## src/rtl/reorder_pingpong_if.sv

```systemverilog
// Handshake/bus bundle for the NTT ping-pong reorder buffer controller.
// The slave side is the controller and the master side is the producer/consumer.
interface reorder_pingpong_if #(parameter int NUM_STAGES = 4);
  logic                  pair_valid;
  logic                  pair_ready;
  logic                  mode;
  logic                  wr_en;
  logic                  wr_bank;
  logic [NUM_STAGES-1:0] wr_addr_top;
  logic [NUM_STAGES-1:0] wr_addr_bot;
  logic                  rd_valid;
  logic                  rd_ready;
  logic                  rd_bank;
  logic [NUM_STAGES-1:0] rd_addr;
  logic                  rd_last;
  logic                  frame_done;

  modport slave (
    input  pair_valid, mode, rd_ready,
    output pair_ready, wr_en, wr_bank, wr_addr_top, wr_addr_bot,
           rd_valid, rd_bank, rd_addr, rd_last, frame_done
  );

  modport master (
    output pair_valid, mode, rd_ready,
    input  pair_ready, wr_en, wr_bank, wr_addr_top, wr_addr_bot,
           rd_valid, rd_bank, rd_addr, rd_last, frame_done
  );
endinterface

```

## src/rtl/reorder_pingpong.sv

```systemverilog
// Ping-pong address generator: butterfly pairs are written into one bank while
// the other bank drains in natural order, one element per beat.
module reorder_pingpong #(
  parameter int NUM_STAGES = 4
) (
  input  logic              clk,
  input  logic              reset_n,
  reorder_pingpong_if.slave bus
);
  localparam int KW = NUM_STAGES - 1;
  localparam logic [KW-1:0]         K_MAX = '1;
  localparam logic [KW-1:0]         K_ONE = KW'(1);
  localparam logic [NUM_STAGES-1:0] A_MAX = '1;
  localparam logic [NUM_STAGES-1:0] A_ONE = NUM_STAGES'(1);

  logic [KW-1:0]         r_k;
  logic                  r_fmode;
  logic                  r_wbank;
  logic                  r_rbank;
  logic [1:0]            r_full;
  logic [NUM_STAGES-1:0] r_rd_addr;
  logic                  r_wr_en;
  logic                  r_wr_bank;
  logic [NUM_STAGES-1:0] r_wr_addr_top;
  logic [NUM_STAGES-1:0] r_wr_addr_bot;
  logic                  r_frame_done;

  logic                  w_accept;
  logic                  w_mode;
  logic [KW-1:0]         w_lo;
  logic                  w_wr_wrap;
  logic                  w_rd_hs;
  logic                  w_rd_wrap;
  logic [1:0]            w_full_nxt;

  assign w_accept  = bus.pair_valid & ~r_full[r_wbank];
  // The first pair of a frame must already use the incoming mode.
  assign w_mode    = (r_k == '0) ? bus.mode : r_fmode;
  assign w_lo      = w_mode ? r_k : {~r_k[0], r_k[KW-1:1]};
  assign w_wr_wrap = w_accept & (r_k == K_MAX);
  assign w_rd_hs   = r_full[r_rbank] & bus.rd_ready;
  assign w_rd_wrap = w_rd_hs & (r_rd_addr == A_MAX);

  // Set and clear never hit the same bank: a set needs it empty, a clear needs it full.
  always_comb begin
    w_full_nxt = r_full;
    if (w_rd_wrap) w_full_nxt[r_rbank] = 1'b0;
    if (w_wr_wrap) w_full_nxt[r_wbank] = 1'b1;
  end

  always_ff @(posedge clk or negedge reset_n) begin
    if (!reset_n) begin
      r_k           <= '0;
      r_fmode       <= 1'b0;
      r_wbank       <= 1'b0;
      r_rbank       <= 1'b0;
      r_full        <= 2'b00;
      r_rd_addr     <= '0;
      r_wr_en       <= 1'b0;
      r_wr_bank     <= 1'b0;
      r_wr_addr_top <= '0;
      r_wr_addr_bot <= '0;
      r_frame_done  <= 1'b0;
    end else begin
      r_wr_en      <= w_accept;
      r_frame_done <= w_rd_wrap;
      r_full       <= w_full_nxt;
      if (w_accept) begin
        r_k           <= r_k + K_ONE;
        r_wr_bank     <= r_wbank;
        r_wr_addr_top <= {1'b0, w_lo};
        r_wr_addr_bot <= {1'b1, w_lo};
        if (r_k == '0) r_fmode <= bus.mode;
        if (w_wr_wrap) r_wbank <= ~r_wbank;
      end
      if (w_rd_hs) begin
        r_rd_addr <= r_rd_addr + A_ONE;
        if (w_rd_wrap) r_rbank <= ~r_rbank;
      end
    end
  end

  assign bus.pair_ready  = ~r_full[r_wbank];
  assign bus.wr_en       = r_wr_en;
  assign bus.wr_bank     = r_wr_bank;
  assign bus.wr_addr_top = r_wr_addr_top;
  assign bus.wr_addr_bot = r_wr_addr_bot;
  assign bus.rd_valid    = r_full[r_rbank];
  assign bus.rd_bank     = r_rbank;
  assign bus.rd_addr     = r_rd_addr;
  assign bus.rd_last     = r_full[r_rbank] & (r_rd_addr == A_MAX);
  assign bus.frame_done  = r_frame_done;
endmodule
```

## src/flat_wrapper.sv

```systemverilog
// flat-port wrapper written by rule: the top's interface ports become plain ports
module reorder_pingpong_flat 
#(
  parameter int NUM_STAGES = 4
)
  (clk, reset_n, bus_pair_valid, bus_mode, bus_rd_ready, bus_pair_ready, bus_wr_en, bus_wr_bank, bus_wr_addr_top, bus_wr_addr_bot, bus_rd_valid, bus_rd_bank, bus_rd_addr, bus_rd_last, bus_frame_done);
  reorder_pingpong_if #(.NUM_STAGES(NUM_STAGES)) bus_i ();
  input  logic clk;
  input  logic reset_n;
  input wire logic [$bits(bus_i.pair_valid)-1:0] bus_pair_valid;
  input wire logic [$bits(bus_i.mode)-1:0] bus_mode;
  input wire logic [$bits(bus_i.rd_ready)-1:0] bus_rd_ready;
  output wire logic [$bits(bus_i.pair_ready)-1:0] bus_pair_ready;
  output wire logic [$bits(bus_i.wr_en)-1:0] bus_wr_en;
  output wire logic [$bits(bus_i.wr_bank)-1:0] bus_wr_bank;
  output wire logic [$bits(bus_i.wr_addr_top)-1:0] bus_wr_addr_top;
  output wire logic [$bits(bus_i.wr_addr_bot)-1:0] bus_wr_addr_bot;
  output wire logic [$bits(bus_i.rd_valid)-1:0] bus_rd_valid;
  output wire logic [$bits(bus_i.rd_bank)-1:0] bus_rd_bank;
  output wire logic [$bits(bus_i.rd_addr)-1:0] bus_rd_addr;
  output wire logic [$bits(bus_i.rd_last)-1:0] bus_rd_last;
  output wire logic [$bits(bus_i.frame_done)-1:0] bus_frame_done;
  assign bus_i.pair_valid = bus_pair_valid;
  assign bus_i.mode = bus_mode;
  assign bus_i.rd_ready = bus_rd_ready;
  assign bus_pair_ready = bus_i.pair_ready;
  assign bus_wr_en = bus_i.wr_en;
  assign bus_wr_bank = bus_i.wr_bank;
  assign bus_wr_addr_top = bus_i.wr_addr_top;
  assign bus_wr_addr_bot = bus_i.wr_addr_bot;
  assign bus_rd_valid = bus_i.rd_valid;
  assign bus_rd_bank = bus_i.rd_bank;
  assign bus_rd_addr = bus_i.rd_addr;
  assign bus_rd_last = bus_i.rd_last;
  assign bus_frame_done = bus_i.frame_done;
  reorder_pingpong #(.NUM_STAGES(NUM_STAGES)) u_core (.clk(clk), .reset_n(reset_n), .bus(bus_i));
endmodule
```

## config.mk

```make
export PLATFORM = sky130hd
export DESIGN_NAME = reorder_pingpong_flat
export DESIGN_NICKNAME = d
export VERILOG_FILES = /design/src/rtl/reorder_pingpong_if.sv /design/src/rtl/reorder_pingpong.sv /design/src/flat_wrapper.sv
export SDC_FILE = /design/constraint.sdc
export NUM_CORES = 1
export LEC_CHECK = 0
export CAP_MARGIN = 15
export CORE_ASPECT_RATIO = 1.25
export CORE_MARGIN = 3
export CORE_UTILIZATION = 53
export CTS_BUF_LIST = sky130_fd_sc_hd__clkbuf_4 sky130_fd_sc_hd__clkbuf_8
export DETAILED_ROUTE_END_ITERATION = 6
export GPL_TIMING_DRIVEN = 0
export PLACE_DENSITY = 0.9
export SLEW_MARGIN = 20
export SYNTH_ARGS = -nofsm -noshare
export SYNTH_HDL_FRONTEND = slang
export SYNTH_SLANG_ARGS = --single-unit
```

## constraint.sdc

```tcl
create_clock -name clk -period 2.7 [get_ports clk]
set_input_delay 0.675 -clock clk [delete_from_list [all_inputs] [get_ports clk]]
set_output_delay 0.675 -clock clk [all_outputs]
set_load 0.01 [all_outputs]
```

**Yosys cells after proc, flatten, opt, wreduce, memory -nomap -nowiden**

Index checks and enable logic that the tools add are counted.

- Logic and storage cells: 48
- Bits of input ports: 5
- Output and inout port bits: 19
- Register bits after elaboration: 22

- $lt $le $gt $ge: 4
- Add/sub/neg operators: 2
- Muxes and demuxes: 12
- Bitwise operators: 12
- Reduce and logical (&&, ||, !) cells: 5
- Equality and inequality tests: 2

Operators by type and width:

| cell | count |
|---|---|
| $mux W1 | 7 |
| $and A1 B1 Y1 | 5 |
| $add A4 B1 Y4 const B | 1 |
| $eq A4 B4 Y1 const B | 1 |
| $lt A1 B2 Y1 const B | 2 |
| $mux W2 | 2 |
| $not A1 Y1 | 4 |
| $reduce_and A2 Y1 | 2 |
| $add A3 B1 Y3 const B | 1 |
| $eq A3 B3 Y1 const B | 1 |
| $logic_not A3 Y1 | 1 |
| $mux W3 | 1 |
| $and A2 B2 Y2 | 1 |
| $demux W1 S1 | 2 |
| $ge A1 B1 Y1 const B | 2 |
| $logic_and A1 B1 Y1 | 2 |
| $not A2 Y2 | 1 |
| $or A2 B2 Y2 | 1 |

**Depth between registers and ports, before layout**

Gate-level depths: netlist of run 1.

- Word-level depth: 9
- Gate-level depth with buffers: 6
- Depth with buffers taken out: 6

**Worst setup path after synthesis of run 1**

No wires, ideal clock.

- Path kind: register -> output
- Start point: register u_core.r_rbank (netlist: u_core.bus.rd_bank)
- End point: output port bus_rd_last
- Buffers on the path: 0
- Data arrival time: 0.890 ns
- Stages on the path, launching flop included: 3
- Setup slack: 1.135 ns
- Data required time: 2.025 ns
- Cell sequence: dfrtp_1 mux2i_1 nor2_1

- Cells in the longest elaborated chain, start to end: 3

Ends and longest elaborated chain:

| element | line | text |
|---|---|---|
| start: declaration | reorder_pingpong.sv:19 | `logic r_rbank;` |
| start signal: assignment | reorder_pingpong.sv:78 | `if (w_rd_wrap) r_rbank <= ~r_rbank;` |
| $mux W1 (implied by the code) (2 in series) | reorder_pingpong.sv:91 | `assign bus.rd_last = r_full[r_rbank] & (r_rd_addr == A_MAX);` |
| $and A1 B1 Y1 | reorder_pingpong.sv:91 |  |
| end: declaration | flat_wrapper.sv:21 | `output wire logic [$bits(bus_i.rd_last)-1:0] bus_rd_last;` |

Every way passes these cells. The select of a mux whose other input is x is not followed.

**Worst setup path after layout of run 1**

Same ends and word-level chain as after synthesis.

==> flow_metrics.tcl, run 1 <==
set metrics [dict create \
    status "completed" \
    grt_use_total 0.1713 \
    drt_first_pass_iters 4 \
    clkSinkCount 19 \
    finalCriticalPeriod_ns 2.346 \
    routed_wl_microns 1586 \
    path_clk_slew_ns 0.11 \
    avgRoutedWirePerCell_microns 12.49 \
    worstSetupEndpointType "primary output" \
    crit_fanout 5 \
    startpoint_type "flip-flop" \
    wl_met2_microns 815 \
    fmax_mhz 426.3 \
    synth_area_leaders "dfrtp_1 53%, ha_1 5.6%, mux2_2 3.8%" \
    grt_pass1_vias 689 \
    cp.arrival_ns 1.67 \
    cts_setup_buffers 0 \
    sw_frac_of_total 0.3540 \
    grt_max_degree 20 \
    slew-limit-headroom 0.4538 \
    finClkSkew_ns 0.01061 \
    drive_gt1_frac 0.1468 \
    synth.avg_cell_area_sq_um 10.82 \
    yosys_warnings 0 \
    synth_cells 83 \
    p_comb_frac 0.479 \
    rows 16 \
    fin_ws_ns 0.3541 \
    gp_congestion 0.6889 \
    synthArstFlopShare 1.000 \
    cpPeakStageDelay_ns 0.49 \
    ys_seq_elements 19 \
    internal_power_uw 826.9 \
    cts_root_buffer "clkbuf_4" \
    numCtsBuffers 3 \
    first_iter_violations 1 \
    maxCapViolCount 0 \
    power.switching_uw 453.1 \
    postLayoutCellArea_sq_um 1171 \
    core_sq_um 1582 \
    antenna_found_initial 0 \
    hold_path.class "reg2reg" \
    cp_data_required_time_ns 2.03 \
    critical-path-top-delay-family "buffers and inverters" \
    ys_top_cells_by_count "19 x dfrtp_1, 8 x nor2_1, 7 x nand2_1, 6 x inv_1, 5 x o21ai_0" \
    max_slew.worst_pin.slew_ns 0.8167 \
    highest_layer "met4" \
    crit_buf_inv 1 \
    setup_viol 0 \
    clock_latency_ns 0.30 \
    vias_per_cell 5.142 \
    reg2regPathDepth 5 \
    worst-path-stages 3 \
    cp_cell_sequence "mux2i_1 > nor2_1 > clkdlybuf4s50_1" \
    htreeDepth 1 \
    p_per_area_nw_per_um2 1093 \
    syn_nets 92 \
    grt_first_pass_wirelength_microns 2884 \
    diodes 0 \
    yosys_most_used_dff "dfrtp_1" \
    path_class "reg2out" \
    die_w_microns 42.83 \
    postCtsHoldBufs 0 \
    via_count 653 \
    area_growth_pct 30.36 \
    cts_tree "built" \
    rsz0062_at_grt "no" \
    ir_drop_mv 0.5801 \
    final-hold-violation-count 0 \
    synth_area_sq_um 898.4 \
    drc 0 \
    wl_met1_microns 644 \
    clkPwrFrac 0.119 \
    setup_tns_ns 0 \
    worst_path_max_delay_cell "clkdlybuf4s50_1" \
    synth-edff-count 0 \
    nNetsFinal 119 \
    io_buffers 22 \
    grt_overflow 0 \
    ant_nets 0 \
    nFillCells 115 \
    io_pins 24 \
    yosysMostFrequentCell "dfrtp_1" \
    cts_buffer_depth 2 \
    whs_path_depth 1 \
    die_area_sq_um 2228 \
    yosysUniqueCellTypes 25 \
    synth_seq_area_share 0.5292 \
    synth.top_cell.area_share 0.5292 \
    fin_crit_sh 0.8689 \
    fp.dieH_microns 52.03 \
    start_util 0.5680 \
    post_cts_resized 0 \
    synth_largest_area_cell "dfrtp_1" \
    place_ws_ns 0.6905 \
    wl_met3_microns 95 \
    finalMaxSlewViolations 0 \
    pwr-share-seq 0.402 \
    placed_area_sq_um 1141 \
    final_core_util 0.7405 \
    p_leak_nw 0.5367 \
    dpl.hpwl_microns 1244 \
]
==> metrics by stage <==
stage | instances | power, mW | hold slack, ns
global route | 127 | 1.387 | 0.5209
floorplan | 83 | 0.8616 | 0.3794
finish | 127 | 1.280 | 0.4722
detailed placement | 123 | 1.147 | 0.4514
global placement | 123 | 1.114 | 0.4522
CTS | 127 | 1.296 | 0.4784
==> final timing paths <==
check,slack [ns],endpoint,start
worst max-delay path,0.35,bus_rd_last,u_core.bus.rd_bank
worst min-delay path,0.47,u_core.bus.wr_addr_bot[3],u_core.bus.wr_addr_bot[3]
worst max register to register,1.18,u_core.r_fmode,u_core.r_k[0]
worst min register to register,0.47,u_core.bus.wr_addr_bot[3],u_core.bus.wr_addr_bot[3]
max in group asynchronous,1.35,u_core.bus.rd_addr[3],reset_n
min in group asynchronous,0.84,u_core.bus.wr_addr_bot[1],reset_n
==> worst register-to-register path: cells and delay by family (launching register included) <==
| kind | cells | cell delay, ns |
|---|---|---|
| flip-flops | 1 | 0.45 |
| adder cells (fa/ha/maj) | 1 | 0.13 |
| multiplexers | 2 | 0.64 |
| buffers and inverters | 1 | 0.08 |
| AND/OR/NAND/NOR | 1 | 0.13 |
==> layout by cell type (no fill, tap or decap), types with 4 or more instances in the layout <==
master           Yosys  layout
nand2_1              7       7
nor2_1               8       8
ha_1                 4       4
inv_1                6       6
clkdlybuf4s50_1      0      22
o21ai_0              5       5
dfrtp_1             19      19
buf_4                4       4
clkbuf_4             0       4
a21oi_1              4       4
==> power by group through the flow <==
stage               sequential, mW  clock [mW]  combinational, mW
finish                       0.515       0.152              0.614
global route                 0.537       0.164              0.687
CTS                          0.517       0.152              0.627
detailed placement           0.523           0              0.624
global placement             0.516           0              0.597
floorplan                    0.529           0              0.332
==> routing by layer <==
metal / GRT usage / vias to the layer above
li1: - / 324
met1: 0.2054 / 303
met2: 0.3025 / 22
met3: 0.02076 / 4
met4: 0.07772 / 0
met5: 0 / -
==> state kept, by name, summed over array words and instances (netlist names) <==
| register | cells |
|---|---|
| u_core.r_wbank | 1 |
| u_core.bus.rd_bank | 1 |
| u_core.r_fmode | 1 |
| u_core.bus.wr_en | 1 |
| u_core.r_full | 2 |
| u_core.r_k | 3 |
| u_core.bus.wr_bank | 1 |
| u_core.bus.wr_addr_bot | 4 |
| u_core.bus.frame_done | 1 |
| u_core.bus.rd_addr | 4 |
==> kinds of logic (layout without fill, tap and decap cells) <==
logic type / count (synthesis) / count (layout) / synth area share
simple gates: 25 / 25 / 0.1309
flops: 19 / 19 / 0.5293
compound gates: 12 / 12 / 0.07800
buf+inv: 11 / 37 / 0.07103
mux: 7 / 7 / 0.09191
fa+ha+maj: 4 / 4 / 0.05571
xor+xnor: 4 / 4 / 0.03900
other cells: 1 / 1 / 0.004174
==> final cells by class <==
type	instances	area, sq um	share of cell area
Buffer	5	41.29	0.03526
Inverter	6	22.52	0.01923
Timing Repair Buffer	22	220.2	0.1880
Multi-Input combinational cell	53	359.1	0.3066
Sequential cell	19	475.5	0.4060
Clock buffer	4	30.03	0.02564
Tap cell	18	22.52	0.01923
(Power assumes the default switching activity.)
==> run 2, diff against run 1 <==
Settings changed: TNS_END_PERCENT set to 30.
==> results of run 2 <==
No change in the layout: final DEF, timing and power equal those of run 1.
